**src/rtl/rib_store_buffer_if.sv**
```systemverilog
// Core-side and bus-side signal bundle for the posted-write store buffer.
//   c_addr_i/c_data_i/c_req_i/c_we_i : core access request (from core)
//   c_data_o/c_hold_o                : load data and stall back to core
//   m_addr_o/m_data_o/m_req_o/m_we_o : RIB master port 0 request (to bus)
//   m_data_i/m_gnt_i                 : bus read data and completion
// slave  : the store buffer's view
// master : the environment's view (core + bus)
interface rib_store_buffer_if;
  logic [31:0] c_addr_i;
  logic [31:0] c_data_i;
  logic        c_req_i;
  logic        c_we_i;
  logic [31:0] c_data_o;
  logic        c_hold_o;
  logic [31:0] m_addr_o;
  logic [31:0] m_data_o;
  logic [31:0] m_data_i;
  logic        m_req_o;
  logic        m_we_o;
  logic        m_gnt_i;

  modport slave (
    input  c_addr_i, c_data_i, c_req_i, c_we_i, m_data_i, m_gnt_i,
    output c_data_o, c_hold_o, m_addr_o, m_data_o, m_req_o, m_we_o
  );

  modport master (
    output c_addr_i, c_data_i, c_req_i, c_we_i, m_data_i, m_gnt_i,
    input  c_data_o, c_hold_o, m_addr_o, m_data_o, m_req_o, m_we_o
  );
endinterface

```
**src/rtl/rib_store_buffer.sv**
```systemverilog
// Posted-write buffer between the core data port and RIB master port 0.
// Stores to BUF_REGION retire into a FIFO and drain in the background; loads to
// BUF_REGION are forwarded from the youngest matching pending entry; MMIO
// accesses wait until the FIFO is empty.
// Ports:
//   clk     : core clock
//   rst     : asynchronous active-low reset
//   bus     : core + bus signals (rib_store_buffer_if.slave)
//   empty_o : no pending stores
module rib_store_buffer #(
  parameter int unsigned DEPTH      = 4,
  parameter logic [3:0]  BUF_REGION = 4'h1
) (
  input  logic                     clk,
  input  logic                     rst,
  rib_store_buffer_if.slave        bus,
  output logic                     empty_o
);

  localparam int unsigned PtrW = (DEPTH > 1) ? $clog2(DEPTH) : 1;
  localparam int unsigned CntW = $clog2(DEPTH + 1);

  logic [31:0]     addr_q [DEPTH];
  logic [31:0]     data_q [DEPTH];
  logic [PtrW-1:0] wr_ptr_q, rd_ptr_q;
  logic [CntW-1:0] count_q, count_d;

  logic        in_region, st_buf, ld_buf, mmio;
  logic        full, enq, pop, bus_busy;
  logic        hit;
  logic [31:0] fwd_data;
  logic [PtrW-1:0] idx;

  assign in_region = (bus.c_addr_i[31:28] == BUF_REGION);
  assign st_buf    = bus.c_req_i &  bus.c_we_i & in_region;
  assign ld_buf    = bus.c_req_i & ~bus.c_we_i & in_region;
  assign mmio      = bus.c_req_i & ~in_region;
  assign full      = (count_q == CntW'(DEPTH));
  assign empty_o   = (count_q == '0);

  // Scan oldest to youngest so the last match left standing is the youngest.
  always_comb begin
    hit      = 1'b0;
    fwd_data = '0;
    idx      = '0;
    for (int unsigned k = 0; k < DEPTH; k++) begin
      idx = rd_ptr_q + PtrW'(k);
      if ((CntW'(k) < count_q) && (addr_q[idx] == bus.c_addr_i)) begin
        hit      = 1'b1;
        fwd_data = data_q[idx];
      end
    end
  end

  always_comb begin
    bus.c_data_o = '0;
    bus.c_hold_o = 1'b0;
    bus.m_req_o  = 1'b0;
    bus.m_we_o   = 1'b0;
    bus.m_addr_o = '0;
    bus.m_data_o = '0;
    enq          = 1'b0;
    pop          = 1'b0;
    bus_busy     = 1'b0;

    if (st_buf) begin
      // A full buffer stalls even if the head pops this cycle.
      if (!full) enq = 1'b1;
      else       bus.c_hold_o = 1'b1;
    end else if (ld_buf) begin
      if (hit) begin
        bus.c_data_o = fwd_data;
      end else begin
        bus_busy     = 1'b1;
        bus.m_req_o  = 1'b1;
        bus.m_addr_o = bus.c_addr_i;
        bus.c_data_o = bus.m_data_i;
        bus.c_hold_o = ~bus.m_gnt_i;
      end
    end else if (mmio) begin
      if (!empty_o) begin
        bus.c_hold_o = 1'b1;
      end else begin
        bus_busy     = 1'b1;
        bus.m_req_o  = 1'b1;
        bus.m_we_o   = bus.c_we_i;
        bus.m_addr_o = bus.c_addr_i;
        bus.m_data_o = bus.c_data_i;
        bus.c_data_o = bus.m_data_i;
        bus.c_hold_o = ~bus.m_gnt_i;
      end
    end

    if (!bus_busy && !empty_o) begin
      bus.m_req_o  = 1'b1;
      bus.m_we_o   = 1'b1;
      bus.m_addr_o = addr_q[rd_ptr_q];
      bus.m_data_o = data_q[rd_ptr_q];
      pop          = bus.m_gnt_i;
    end
  end

  always_comb begin
    count_d = count_q;
    if (enq && !pop)      count_d = count_q + CntW'(1);
    else if (pop && !enq) count_d = count_q - CntW'(1);
  end

  always_ff @(posedge clk or negedge rst) begin
    if (!rst) begin
      wr_ptr_q <= '0;
      rd_ptr_q <= '0;
      count_q  <= '0;
    end else begin
      if (enq) wr_ptr_q <= wr_ptr_q + PtrW'(1);
      if (pop) rd_ptr_q <= rd_ptr_q + PtrW'(1);
      count_q <= count_d;
    end
  end

  // Entry contents need no reset; validity comes from count_q.
  always_ff @(posedge clk) begin
    if (enq) begin
      addr_q[wr_ptr_q] <= bus.c_addr_i;
      data_q[wr_ptr_q] <= bus.c_data_i;
    end
  end

endmodule

```
**src/flat_wrapper.sv**
```systemverilog
// flat-port wrapper written by rule: the top's interface ports become plain ports
module rib_store_buffer_flat 
#(
  parameter int unsigned DEPTH      = 4,
  parameter logic [3:0]  BUF_REGION = 4'h1
)
  (clk, rst, empty_o, bus_c_addr_i, bus_c_data_i, bus_c_req_i, bus_c_we_i, bus_m_data_i, bus_m_gnt_i, bus_c_data_o, bus_c_hold_o, bus_m_addr_o, bus_m_data_o, bus_m_req_o, bus_m_we_o);
  rib_store_buffer_if bus_i ();
  input  logic clk;
  input  logic rst;
  output logic empty_o;
  input wire logic [$bits(bus_i.c_addr_i)-1:0] bus_c_addr_i;
  input wire logic [$bits(bus_i.c_data_i)-1:0] bus_c_data_i;
  input wire logic [$bits(bus_i.c_req_i)-1:0] bus_c_req_i;
  input wire logic [$bits(bus_i.c_we_i)-1:0] bus_c_we_i;
  input wire logic [$bits(bus_i.m_data_i)-1:0] bus_m_data_i;
  input wire logic [$bits(bus_i.m_gnt_i)-1:0] bus_m_gnt_i;
  output wire logic [$bits(bus_i.c_data_o)-1:0] bus_c_data_o;
  output wire logic [$bits(bus_i.c_hold_o)-1:0] bus_c_hold_o;
  output wire logic [$bits(bus_i.m_addr_o)-1:0] bus_m_addr_o;
  output wire logic [$bits(bus_i.m_data_o)-1:0] bus_m_data_o;
  output wire logic [$bits(bus_i.m_req_o)-1:0] bus_m_req_o;
  output wire logic [$bits(bus_i.m_we_o)-1:0] bus_m_we_o;
  assign bus_i.c_addr_i = bus_c_addr_i;
  assign bus_i.c_data_i = bus_c_data_i;
  assign bus_i.c_req_i = bus_c_req_i;
  assign bus_i.c_we_i = bus_c_we_i;
  assign bus_i.m_data_i = bus_m_data_i;
  assign bus_i.m_gnt_i = bus_m_gnt_i;
  assign bus_c_data_o = bus_i.c_data_o;
  assign bus_c_hold_o = bus_i.c_hold_o;
  assign bus_m_addr_o = bus_i.m_addr_o;
  assign bus_m_data_o = bus_i.m_data_o;
  assign bus_m_req_o = bus_i.m_req_o;
  assign bus_m_we_o = bus_i.m_we_o;
  rib_store_buffer #(.DEPTH(DEPTH), .BUF_REGION(BUF_REGION)) u_core (.clk(clk), .rst(rst), .bus(bus_i), .empty_o(empty_o));
endmodule
```
**config.mk**
```make
export PLATFORM = sky130hd
export DESIGN_NAME = rib_store_buffer_flat
export DESIGN_NICKNAME = d
export VERILOG_FILES = /design/src/rtl/rib_store_buffer_if.sv /design/src/rtl/rib_store_buffer.sv /design/src/flat_wrapper.sv
export SDC_FILE = /design/constraint.sdc
export NUM_CORES = 1
export LEC_CHECK = 0
export CORE_ASPECT_RATIO = 0.75
export CORE_MARGIN = 1
export CORE_UTILIZATION = 50
export CTS_CLUSTER_DIAMETER = 60
export DETAILED_ROUTE_END_ITERATION = 10
export PLACE_DENSITY = 0.83
export SYNTH_ARGS = -nofsm -noshare
export SYNTH_HDL_FRONTEND = slang
export SYNTH_SLANG_ARGS = --single-unit
export TNS_END_PERCENT = 50
```
**constraint.sdc**
```tcl
create_clock -name clk -period 11.15 [get_ports clk]
set_input_delay 1.6725 -clock clk [delete_from_list [all_inputs] [get_ports clk]]
set_output_delay 1.6725 -clock clk [all_outputs]
set_load 0.02 [all_outputs]
```
Word level (Yosys, flattened, before mapping)
Memory sizes are Yosys's and may differ from the RTL's. Index checks and enable logic that the tools add are counted.

Memories: 2. ROM bits: 0. Register bits: 7. Bits in writable memories: 256. Input bits: 101. Bits in latches: 0.

Memory list: u_core.addr_q (words 4, bits a word 32, rd ports 4, clocked after memory_dff 0, write ports 1, RTL line rib_store_buffer.sv:23) `logic [31:0] addr_q [DEPTH];`; u_core.data_q (words 4, bits a word 32, rd ports 4, clocked after memory_dff 0, write ports 1, RTL line rib_store_buffer.sv:24) `logic [31:0] data_q [DEPTH];`.

Muxes and demuxes: 48. Magnitude comparators: 4. Div/mod/pow operators: 0. $mul: 0. Shift-type cells: 0. Add/subtract/negate cells: 6. Equality and inequality tests: 6. Bitwise gates (word level): 8. Reduce and logical (&&, ||, !) cells: 13.

Operator list (count): $mux W32 (20); $eq A32 B32 Y1 (4); $mux W1 (26); $logic_and A1 B1 Y1 (7); $lt A1 B3 Y1 const A (2); $lt A2 B3 Y1 const A (2); $mux W3 (2); $and A1 B1 Y1 (5); $add A2 B1 Y2 const B (2); $add A2 B2 Y2 const B (2); $eq A4 B1 Y1 const B (1); $logic_not A1 Y1 (4); $add A3 B1 Y3 const B (1); $eq A3 B3 Y1 const B (1); $logic_not A3 Y1 (1); $not A1 Y1 (3); $sub A3 B1 Y3 const B (1); $reduce_bool A2 Y1 (1).

Longest topological paths before layout
An unclocked memory read counts as a cell.

Depth in word-level cells: 16. Mapped depth: 17. Mapped depth without buffers: 13.

Worst setup path after synthesis
OpenSTA, ideal clock, no wires.

Kind: input port to output port. From: in bus_c_addr_i[24]. To: out bus_m_data_o[10]. Arrival time: 4.397 ns. Slack: 5.080 ns. Stages on the path: 10. Buffers on the path: 2. Required time: 9.477 ns. Path through: clkbuf_1 xnor2_1 or4_4 a2111oi_2 nand4_1 nor4_2 nor4_1 or2_1 clkbuf_1 o21ai_0.

Longest elaborated chain between the ends: 12. Elaborated cells between the ends (all ways): 18.

Ends and longest elaborated chain: from (decl) (RTL line flat_wrapper.sv:12) `input wire logic [$bits(bus_i.c_addr_i)-1:0] bus_c_addr_i;`; $eq A32 B32 Y1 (RTL line rib_store_buffer.sv:48) `if ((CntW'(k) < count_q) && (addr_q[idx] == bus.c_addr_i)) begin`; $logic_and A1 B1 Y1 (RTL line rib_store_buffer.sv:48); $mux W1 (3 in series) (RTL line rib_store_buffer.sv:48); $mux W1 (*) (RTL line rib_store_buffer.sv:48); $mux W1 (*) (RTL line rib_store_buffer.sv:71) `if (hit) begin`; $mux W1 (*) (RTL line rib_store_buffer.sv:70) `end else if (ld_buf) begin`; $mux W1 (*) (RTL line rib_store_buffer.sv:66) `if (st_buf) begin`; $logic_not A1 Y1 (*) (RTL line rib_store_buffer.sv:94) `if (!bus_busy && !empty_o) begin`; $logic_and A1 B1 Y1 (*) (RTL line rib_store_buffer.sv:94); $mux W32 (*) (RTL line rib_store_buffer.sv:94); to (decl) (RTL line flat_wrapper.sv:21) `output wire logic [$bits(bus_i.m_data_o)-1:0] bus_m_data_o;`.

Mark *: on every way between the ends. The rest lies on a longest branch, timed or not.

Worst setup path after layout
From: reg u_core.rd_ptr_q[0]. To: out bus_m_addr_o[20].

Longest elaborated chain between the ends: 13. Elaborated cells between the ends (all ways): 25.

Ends and longest elaborated chain: from (decl) (RTL line rib_store_buffer.sv:25) `logic [PtrW-1:0] wr_ptr_q, rd_ptr_q;`; from (signal assigned) (RTL line rib_store_buffer.sv:116) `if (pop) rd_ptr_q <= rd_ptr_q + PtrW'(1);`; $add A2 B1 Y2 / $mem_v2 Z4 W32 (equally long branches); $mem_v2 Z4 W32 (*); $eq A32 B32 Y1 / $logic_and A1 B1 Y1 (equally long branches) (RTL line rib_store_buffer.sv:48); $logic_and A1 B1 Y1 / $mux W1 (equally long branches) (RTL line rib_store_buffer.sv:48); $mux W1 (3 in series) (RTL line rib_store_buffer.sv:48); $mux W1 (RTL line rib_store_buffer.sv:71); $mux W1 (RTL line rib_store_buffer.sv:70); $mux W1 (RTL line rib_store_buffer.sv:66); $logic_not A1 Y1 (RTL line rib_store_buffer.sv:94); $logic_and A1 B1 Y1 (RTL line rib_store_buffer.sv:94); $mux W32 (*) (RTL line rib_store_buffer.sv:94); to (decl) (RTL line flat_wrapper.sv:20) `output wire logic [$bits(bus_i.m_addr_o)-1:0] bus_m_addr_o;`.

Marked as above.

==> impl_metrics.yaml <==
synth:
  synth_edf_count: 256
  syn-num-nets: 1714
  avgSynthCellArea_um2: 11.3
  synth_flop_cell: "edfxtp_1"
  synthesis.instances: 1604
  netlist-cell-type-count: 72
  async_reset_ff_share_pct: 2.66
  synthesis.yosys.warnings: 0
  synth.yosys.seq_area_share_pct: 43.4
  ys_seq_elements: 263
  synth_area_um2: 18100
timing:
  fin_setup_tns_ps: 0
  min_period_ps: 8660
  max_slew_margin_pct: 23.8
  fin_worst_hold_slack_ps: 585
  slew_violations: 0
  total_count_of_hold_check_failures_in_the_final_report: 0
  tightest_slew_ps: 1140
  final.setup_skew_ps: 9.22
  fmax_mhz: 115
  setup_ws_ps: 2490
  unrepaired_setup_endpoints_after_global_routing: "false"
  layout_worst_path_cycle_share_pct: 77.7
  setup_viol: 0
global_routing:
  grt_overflow_total: 0
  global_route.usage.total_pct: 29.8
  antenna_found_initial: 4
  grt_util_met1_pct: 43.5
  met2_usage_pct: 44.1
  grt_pass1_wl_um: 84700
  grt_start_max_net_pins: 195
  grt.busiest_layer: "met2"
  grt.met3_usage_pct: 6.81
  number_of_global_route_vias_before_repair: 13900
power_and_ir_drop:
  power.static_leakage_nw: 7.05
  vdd.ir_drop.worst_v: 0.000220
  power_density_nw_per_um2: 241
cells_and_area:
  layout.cells.most_common_list: "edfxtp_1, clkdlybuf4s50_1, nand2_1"
  drive_above_1_share_pct: 13.0
  design.final.nets: 1813
  num-fill-cells: 2737
  layout_commonest_cell: "edfxtp_1"
  area_delta_synth_final_pct: 16.2
  stdcell_count: 2184
worst_hold_path:
  hold_path.startpoint: "u_core.count_q[1]$_DFFE_PN0P_"
  worst_hold_path_type: "reg -> reg"
  hold_path_end: "u_core.count_q[1]$_DFFE_PN0P_"
  min_delay_path_depth: 2
drt:
  drcViolationCount: 0
  route.detailed.vias_per_inst: 6.81
  drt-wirelength-per-cell_um: 25.9
  route.vias.total: 14900
  drt-total-wl_um: 56500
  postRouteAntennaNets: 0
  detailedRoute.firstIterationViolations: 2147
  dr.pass1.iters: 6
clock_tree:
  clkSlewWorstSetupHoldPaths_ps: 60
  post-cts-setup-buffers: 0
  cts-root-to-sink-buffers: 3
  cts_made_buffers: 30
  cts_sinks: 263
  clock_tree_from_tritoncts: "done"
  post_cts.resized_instances: 0
  worst_skew_pair_latency_ps: 560
  h-tree-depth: 1
  cts_hold_repair.buffers: 0
  cts.root.buffer_cell: "clkbuf_16"
die:
  die_height_um: 167
  row_count: 59
  num_io_pins: 201
  die_area_um2: 37000
  initial_core_util_pct: 51.5
  die_width_um: 222
  core-area_um2: 35200
worst_setup_path:
  cp_max_fo: 84
  most_frequent_cell_on_the_critical_path: "buf_4"
  worst_ep_arrival_time_ps: 6990
  reg2regPathDepth: 13
  register_to_register_path_setup_slack_ps: 5800
  critPathKind: "reg -> out"
  cp_cell_sequence: "buf_12, buf_4, mux2i_1, xor2_1, mux2i_1, nor4b_1, and4_1, buf_4, nor4_1, nand2b_2, buf_4, a22o_1, clkdlybuf4s50_1"
  start_kind: "flip-flop"
  slowest_stage: "dfrtp_4"
  slowest_delay_ps: 870
  required_arrival_time_at_the_worst_endpoint_ps: 9480
  end_kind: "primary output"
  r2r-end: "u_core.count_q[2]$_DFFE_PN0P_"
  worst_r2r_startpoint: "u_core.rd_ptr_q[0]$_DFFE_PN0P_"
place:
  dp_hpwl_um: 37600
  port_buffers: 200
  dp_cells: 2128
  dpl_worst_slack_ps: 2750
  gp_congestion: 1.03
run_status:
  status: "completed"
run:
  cap_viol_max_count: 0
worst max-delay path, delay by kind of cell (launching register included):
kind / cells / cell delay (ps)
compound gates: 1 / 260
xor+xnor: 1 / 130
buf+inv: 5 / 2780
flops: 1 / 870
mux: 2 / 650
simple gates: 4 / 1560
cell type report:
| cell class | instances | area, µm² | area share (%) |
|---|---|---|---|
| tap | 457 | 572 | 2.71 |
| timing repair buffer | 221 | 2180 | 10.4 |
| inverter | 10 | 40.0 | 0.190 |
| multi-input combinational | 1177 | 9450 | 44.8 |
| clock buffer | 34 | 787 | 3.74 |
| clock inverter | 20 | 159 | 0.754 |
| antenna | 2 | 5.00 | 0.0238 |
| sequential | 263 | 7870 | 37.4 |
power breakdown:
part / leakage, nW / internal [mW] / switching [mW] / total, mW
clock network: 0.466 / 0.551 / 0.396 / 0.947
logic: 4.21 / 1.25 / 1.68 / 2.93
registers: 2.38 / 1.11 / 0.0833 / 1.19
cells in the mapped netlist (all sizes together), types with 5 or more instances:
| master | n | area [µm²] |
|---|---|---|
| mux2i | 151 | 1510 |
| and2 | 6 | 37.5 |
| nor4 | 7 | 50.1 |
| nor3 | 12 | 60.1 |
| nor4b | 6 | 52.6 |
| mux4 | 68 | 1530 |
| clkbuf | 81 | 304 |
| a32o | 10 | 100 |
| xnor2 | 89 | 780 |
| a2bb2oi | 5 | 43.8 |
| nand3 | 12 | 60.1 |
| a211oi | 36 | 270 |
| buf | 73 | 497 |
| mux2 | 73 | 822 |
| a21oi | 49 | 245 |
| nor2 | 52 | 198 |
| nand2b | 6 | 37.5 |
| o21ai | 113 | 566 |
| dfrtp | 7 | 175 |
| inv | 10 | 37.5 |
| edfxtp | 256 | 7690 |
| or3 | 34 | 213 |
| o211ai | 34 | 255 |
| xor2 | 32 | 280 |
| nand2 | 191 | 717 |
| nand4 | 28 | 175 |
| o2bb2ai | 5 | 43.8 |
| ha | 9 | 113 |
| a22o | 48 | 420 |
| o2111ai | 35 | 307 |
| o22ai | 7 | 43.8 |
worst max path at each step:
stage / startpoint / end / slack [ps] / cells after the start
final: u_core.rd_ptr_q[0]$_DFFE_PN0P_ / bus_m_addr_o[20] / 2490 / 13
after global routing: u_core.rd_ptr_q[0]$_DFFE_PN0P_ / bus_m_addr_o[20] / 2160 / 13
after CTS: u_core.rd_ptr_q[0]$_DFFE_PN0P_ / bus_m_addr_o[20] / 2580 / 13
after detailed placement: bus_c_addr_i[29] / bus_m_addr_o[9] / 2750 / 12
after global placement: bus_c_addr_i[29] / bus_m_addr_o[20] / 2850 / 12
after floorplan: bus_c_addr_i[24] / bus_m_data_o[10] / 5080 / 10
kinds of logic after synthesis:
group | share of synthesized area [%]
and+or+nand+nor | 9.88
AOI/OAI and AO/OA | 14.3
muxes | 21.3
DFF | 43.4
buffers and inverters | 4.63
xor gates and xnor gates | 5.85
adders and majority gates | 0.621
layer usage:
metal / share of wire [%] / vias to the layer above
met3: 12 / 123
met5: 0.048 / -
li1: - / 6450
met4: 2.8 / 4
met1: 42 / 7309
met2: 44 / 990
flip-flops by register name, indices dropped and copies added (netlist names):
name / cells
u_core.addr_q: 128
u_core.data_q: 128
u_core.count_q: 3
u_core.rd_ptr_q: 2
u_core.wr_ptr_q: 2
stage by stage:
step	instance area, µm²	power [mW]	utilization, %
after floorplan	18100	3.22	-
after global placement	20100	4.01	57.1
after detailed placement	20100	4.07	57.1
after CTS	21100	5.02	59.8
after global routing	21100	5.28	59.8
final	21100	5.07	59.8
(Power assumes the default switching activity.)
